**src/rtl/branch_predictor.sv**
```systemverilog
// Direct-mapped 16-entry branch target buffer with 2-bit saturating direction
// counters, combinational lookup in IF and registered update from EX.
module branch_predictor (
    input  logic        clk_i,
    input  logic        rst_i,
    input  logic [15:0] if_pc_i,
    output logic        pred_taken_o,
    output logic        pred_hit_o,
    output logic [15:0] pred_target_o,
    input  logic        upd_en_i,
    input  logic [15:0] upd_pc_i,
    input  logic        upd_taken_i,
    input  logic [15:0] upd_target_i,
    input  logic        upd_wrong_i,
    input  logic        stall_i,
    output logic [15:0] mispred_cnt_o,
    output logic [15:0] branch_cnt_o
);

    localparam logic [1:0]  CTR_RESET = 2'b01;
    localparam logic [1:0]  CTR_ALLOC = 2'b10;
    localparam logic [15:0] CNT_MAX   = 16'hFFFF;

    logic        valid_q  [16];
    logic [11:0] tag_q    [16];
    logic [15:0] target_q [16];
    logic [1:0]  ctr_q    [16];

    logic [15:0] branch_cnt_q;
    logic [15:0] mispred_cnt_q;

    logic [3:0]  lookup_idx;
    logic [11:0] lookup_tag;
    logic        lookup_hit;
    logic        lookup_taken;
    logic [15:0] lookup_fallthrough;

    logic [3:0]  upd_idx;
    logic [11:0] upd_tag;
    logic        upd_fire;
    logic        upd_hit;
    logic [1:0]  upd_ctr_cur;
    logic [1:0]  upd_ctr_next;

    // Lookup reads the registered table only, so a same-cycle update is not seen
    always_comb begin
        lookup_idx         = if_pc_i[3:0];
        lookup_tag         = if_pc_i[15:4];
        lookup_fallthrough = if_pc_i + 16'd1;
        lookup_hit         = valid_q[lookup_idx] && (tag_q[lookup_idx] == lookup_tag);
        lookup_taken       = lookup_hit && ctr_q[lookup_idx][1];
    end

    assign pred_hit_o    = lookup_hit;
    assign pred_taken_o  = lookup_taken;
    assign pred_target_o = lookup_taken ? target_q[lookup_idx] : lookup_fallthrough;

    always_comb begin
        upd_idx      = upd_pc_i[3:0];
        upd_tag      = upd_pc_i[15:4];
        upd_fire     = upd_en_i && !stall_i;
        upd_hit      = valid_q[upd_idx] && (tag_q[upd_idx] == upd_tag);
        upd_ctr_cur  = ctr_q[upd_idx];
        upd_ctr_next = upd_ctr_cur;
        if (upd_taken_i) begin
            if (upd_ctr_cur != 2'b11) begin
                upd_ctr_next = upd_ctr_cur + 2'd1;
            end
        end else begin
            if (upd_ctr_cur != 2'b00) begin
                upd_ctr_next = upd_ctr_cur - 2'd1;
            end
        end
    end

    // Reset wins over stall and over any update presented in the same cycle
    always_ff @(posedge clk_i) begin
        if (!rst_i) begin
            for (int i = 0; i < 16; i++) begin
                valid_q[i]  <= 1'b0;
                tag_q[i]    <= 12'd0;
                target_q[i] <= 16'd0;
                ctr_q[i]    <= CTR_RESET;
            end
        end else if (upd_fire) begin
            if (upd_hit) begin
                ctr_q[upd_idx] <= upd_ctr_next;
                if (upd_taken_i) begin
                    target_q[upd_idx] <= upd_target_i;
                end
            end else if (upd_taken_i) begin
                valid_q[upd_idx]  <= 1'b1;
                tag_q[upd_idx]    <= upd_tag;
                target_q[upd_idx] <= upd_target_i;
                ctr_q[upd_idx]    <= CTR_ALLOC;
            end
        end
    end

    // Statistics counters stick at all-ones instead of wrapping
    always_ff @(posedge clk_i) begin
        if (!rst_i) begin
            branch_cnt_q  <= 16'd0;
            mispred_cnt_q <= 16'd0;
        end else if (upd_fire) begin
            if (branch_cnt_q != CNT_MAX) begin
                branch_cnt_q <= branch_cnt_q + 16'd1;
            end
            if (upd_wrong_i && (mispred_cnt_q != CNT_MAX)) begin
                mispred_cnt_q <= mispred_cnt_q + 16'd1;
            end
        end
    end

    assign branch_cnt_o  = branch_cnt_q;
    assign mispred_cnt_o = mispred_cnt_q;

endmodule

```
**config.mk**
```make
export PLATFORM = sky130hd
export DESIGN_NAME = branch_predictor
export DESIGN_NICKNAME = d
export VERILOG_FILES = /design/src/rtl/branch_predictor.sv
export SDC_FILE = /design/constraint.sdc
export NUM_CORES = 1
export LEC_CHECK = 0
export BUFFER_PORTS_ARGS = -buffer_cell sky130_fd_sc_hd__buf_2
export CORE_ASPECT_RATIO = 1.4
export CORE_MARGIN = 3
export CORE_UTILIZATION = 56
export CTS_CLUSTER_DIAMETER = 30
export DETAILED_ROUTE_END_ITERATION = 10
export PLACE_DENSITY = 0.74
export SETUP_SLACK_MARGIN = 0.2
export SLEW_MARGIN = 20
export SYNTH_ARGS = -nofsm -noshare
export SYNTH_HDL_FRONTEND = slang
export SYNTH_SLANG_ARGS = --single-unit
```
**constraint.sdc**
```tcl
create_clock -name clk_i -period 5.14 [get_ports clk_i]
set_input_delay 1.028 -clock clk_i [delete_from_list [all_inputs] [get_ports clk_i]]
set_output_delay 1.028 -clock clk_i [all_outputs]
set_load 0.03 [all_outputs]
```
==> impl_table.tex <==
\begin{tabular}{lr}
\hline
Metric & Value \\
\hline
\multicolumn{2}{l}{\textbf{Synthesis}} \\
\quad Sequential-to-total area share from yosys stat & 57.9\% \\
\quad FFs w/ async S/R, synth & 0\% \\
\quad Syn\_area\_per\_cell & 14.0 µm² \\
\quad Top\_reg\_cell synth & sky130\_fd\_sc\_hd\_\_edfxtp\_1 \\
\quad Instance count of the mapped netlist & 1895 \\
\quad Post-synthesis cell type count & 62 \\
\quad Number of synthesized register bits & 528 \\
\quad Post-synthesis instance area & 26600 µm² \\
\quad Synth Net Count & 1952 \\
\quad Count of flip-flops with a built-in enable after synthesis & 480 \\
\quad Yosys synthesis warning count & 0 \\
\multicolumn{2}{l}{\textbf{Clock tree}} \\
\quad Clock Sinks & 528 \\
\quad Clk slew on worst S/H paths & 0.05 ns \\
\quad Buffer depth of the longest clock path & 3 \\
\quad H-tree depth & 3 \\
\quad CTS tree & built \\
\quad Total clock buffers created by CTS & 85 \\
\quad Number of hold buffers added after cts & 0 \\
\quad Clock latency reported for the late side of the worst-skew pair & 0.62 ns \\
\quad Root cell of the clock tree & sky130\_fd\_sc\_hd\_\_clkbuf\_16 \\
\multicolumn{2}{l}{\textbf{Floorplanning}} \\
\quad Total I/O pin count & 104 \\
\quad Chip Height & 264 µm \\
\quad Row count & 93 \\
\quad Area of the die & 50100 µm² \\
\quad Chip width & 190 µm \\
\quad Initial standard-cell utilization of the core & 57.2\% \\
\quad Core Area & 46400 µm² \\
\multicolumn{2}{l}{\textbf{Drt}} \\
\quad Overall routed net length & 79100 µm \\
\quad Remaining design rule violation count & 0 \\
\quad Detailed Routing Iterations Pass 1 & 5 \\
\quad Via count of the routed design & 18.2k \\
\quad Number of design-rule violations left by the first detailed-router iteration & 2216 \\
\quad Routed wire per std cell & 29.3 µm \\
\quad Number of nets with antenna violations after routing & 0 \\
\quad Via density & 6.73 \\
\multicolumn{2}{l}{\textbf{Global route}} \\
\quad Global router's overall resource usage & 31.5\% \\
\quad Via count of the first global-routing pass & 18.7k \\
\quad Residual overflow from global routing & 0 \\
\quad Largest net degree at the start of global routing & 100 \\
\quad Initial antenna violation count & 2 \\
\quad Global-route wire length before repair & 116000 µm \\
\multicolumn{2}{l}{\textbf{Cells and area}} \\
\quad Final design area excluding fillers & 31300 µm² \\
\quad Fill cells & 3102 \\
\quad Final instance count without filler cells & 2703 \\
\quad Ratio of cells with drive above 1 in the final layout & 29.4\% \\
\quad Post-layout net count & 2071 \\
\quad Signed area change from the synthesized netlist to the final layout & 17.9\% \\
\quad Combined area of the multi-input logic cells & 10500 µm² \\
\quad Sequential cell area & 15400 µm² \\
\quad Final core utilization & 67.5\% \\
\multicolumn{2}{l}{\textbf{Setup path}} \\
\quad CP Data Required Time & 4.11 ns \\
\quad Category of the most critical setup path & in -> out \\
\quad Source of the worst register-to-register timing path & tag\_q[3][2] \\
\quad Top fanout value on the critical path & 8 \\
\quad Setup crit end kind & output port \\
\quad Data arrival, critical path & 4.01 ns \\
\quad Startpoint type of the worst setup path & input pin \\
\quad Critical Path Source & if\_pc\_i[1] \\
\multicolumn{2}{l}{\textbf{Pwr}} \\
\quad Total design power & 11.9 mW \\
\quad Peak supply drop & 258 µV \\
\quad Power density of the placed cells & 379 nW/µm² \\
\quad Lkg Pwr & 12.1 nW \\
\multicolumn{2}{l}{\textbf{STA}} \\
\quad Sum Neg Setup Slack & 0 ns \\
\quad Top achievable clock speed & 0.199 GHz \\
\quad Number of setup violations in the final report & 0 \\
\quad Min Tclk post-route & 5.04 ns \\
\quad Slew margin rel. & 20.8\% \\
\quad Fin crit share & 98.0\% \\
\quad Number of endpoints with negative hold slack in the final report & 0 \\
\quad Max Slew Vio Count & 0 \\
\quad Unrepaired setup endpoints after global routing & true \\
\quad Worst Max-Slew Pin Slew & 1.18 ns \\
\quad Largest clock skew in the final design & 0.0288 ns \\
\multicolumn{2}{l}{\textbf{Min path}} \\
\quad Min-delay src & valid\_q[9] \\
\quad Classification of the worst-slack hold path & reg -> reg \\
\multicolumn{2}{l}{\textbf{Run status}} \\
\quad Status & finished, final reports clean \\
\multicolumn{2}{l}{\textbf{Run}} \\
\quad Max Cap Violations & 0 \\
\multicolumn{2}{l}{\textbf{Placement}} \\
\quad Total instance count after detailed placement & 2526 \\
\quad Port Buf Inserts & 103 \\
\quad Final estimated routing congestion in global placement & 0.918 \\
\quad Post-DP Area & 27900 µm² \\
\quad Placed wire-length estimate & 47400 µm \\
\hline
\end{tabular}
==> cells in the final DEF, fill, tap and decap left out, drive strengths merged, types with 24 or more instances in the layout <==
cell / count
nand2: 139
buf: 218
nand4: 27
dfxtp: 48
and3: 267
a21oi: 29
clkinv: 31
and2: 28
clkbuf: 97
mux2i: 56
mux4: 197
nor2: 210
xnor2: 50
nand3: 34
edfxtp: 480
xor2: 24
==> area by class of cell <==
| cell class | instances | share of cell area [%] |
|---|---|---|
| well taps | 617 | 2.46 |
| inverters | 5 | 0.0599 |
| repair buffers | 219 | 5.52 |
| clock buffers | 97 | 7.24 |
| diodes | 1 | 0.00799 |
| flip-flops and latches | 528 | 49.1 |
| clock inverters | 61 | 2.08 |
| multi-input cells | 1175 | 33.6 |
==> cells by family after synthesis <==
family / share of synthesized area (%)
buffers and inverters: 3.33
muxes: 19.6
AOI/OAI and AO/OA: 1.88
DFF: 57.9
and+or+nand+nor: 14.7
xor gates and xnor gates: 2.44
adders and majority gates: 0.141
==> worst max-delay path, stage by stage <==
cell	delay, ns
sky130_fd_sc_hd__buf_16	0.12
sky130_fd_sc_hd__mux4_2	0.52
sky130_fd_sc_hd__mux4_2	0.57
sky130_fd_sc_hd__xnor2_2	0.16
sky130_fd_sc_hd__nand4_1	0.12
sky130_fd_sc_hd__or4_4	0.57
sky130_fd_sc_hd__nor2_4	0.17
sky130_fd_sc_hd__buf_12	0.13
sky130_fd_sc_hd__buf_16	0.13
sky130_fd_sc_hd__mux2_4	0.32
sky130_fd_sc_hd__buf_6	0.15
==> where the power goes <==
part           switching, mW  total (mW)  internal [mW]
clock network           2.09        5.79           3.70
logic                  0.637        1.10          0.466
registers             0.0889        4.97           4.88
==> per-stage QoR <==
stage	setup slack, ns	hold WS (ns)
final	0.103	0.461
after global routing	0.0597	0.484
after CTS	0.174	0.461
after detailed placement	-0.131	0.452
after global placement	-0.0648	0.442
after floorplan	0.149	0.429
==> synthesized netlist by cell type (24+ instances only) <==
cell type,number,area share (%)
sky130_fd_sc_hd__nand2_1,130,1.8
sky130_fd_sc_hd__xnor2_1,50,1.6
sky130_fd_sc_hd__and3_1,267,6.3
sky130_fd_sc_hd__clkbuf_1,124,1.8
sky130_fd_sc_hd__mux4_2,193,16
sky130_fd_sc_hd__dfxtp_1,48,3.6
sky130_fd_sc_hd__nand4_1,27,0.64
sky130_fd_sc_hd__mux2i_1,55,2.1
sky130_fd_sc_hd__edfxtp_1,480,54
sky130_fd_sc_hd__nor2_1,209,3.0
sky130_fd_sc_hd__xor2_1,24,0.79
sky130_fd_sc_hd__buf_2,29,0.55
sky130_fd_sc_hd__nand3_1,34,0.64
sky130_fd_sc_hd__and2_1,27,0.64
sky130_fd_sc_hd__a21oi_1,27,0.51
==> routing by layer <==
layer	share of wire, %	track usage (%)
met2	49	52.1
met1	33	37.2
met4	7.3	20.0
met5	0	0
met3	11	7.17
==> final timing paths <==
check	endpoint	slack (ns)	depth (start not counted)
min	valid_q[9]	0.46	2
min reg2reg	valid_q[9]	0.46	2
max	pred_target_o[11]	0.10	11
max reg2reg	tag_q[2][0]	1.21	8
==> sequential cells by signal, summed over array words and instances, names as in the netlist <==
signal	cells
ctr_q	32
tag_q	192
valid_q	16
target_q	256
branch_cnt_o	16
mispred_cnt_o	16
==> repair_timing <==
action	4_1_cts	5_1_grt
cloned	3	0
buffers inserted	14	1
endpoints found under the hold margin	0	0
endpoints found under the setup margin	18	18
pin swaps	7	7
resized for setup	62	12
No activity file was read; power rests on OpenSTA's default activity.
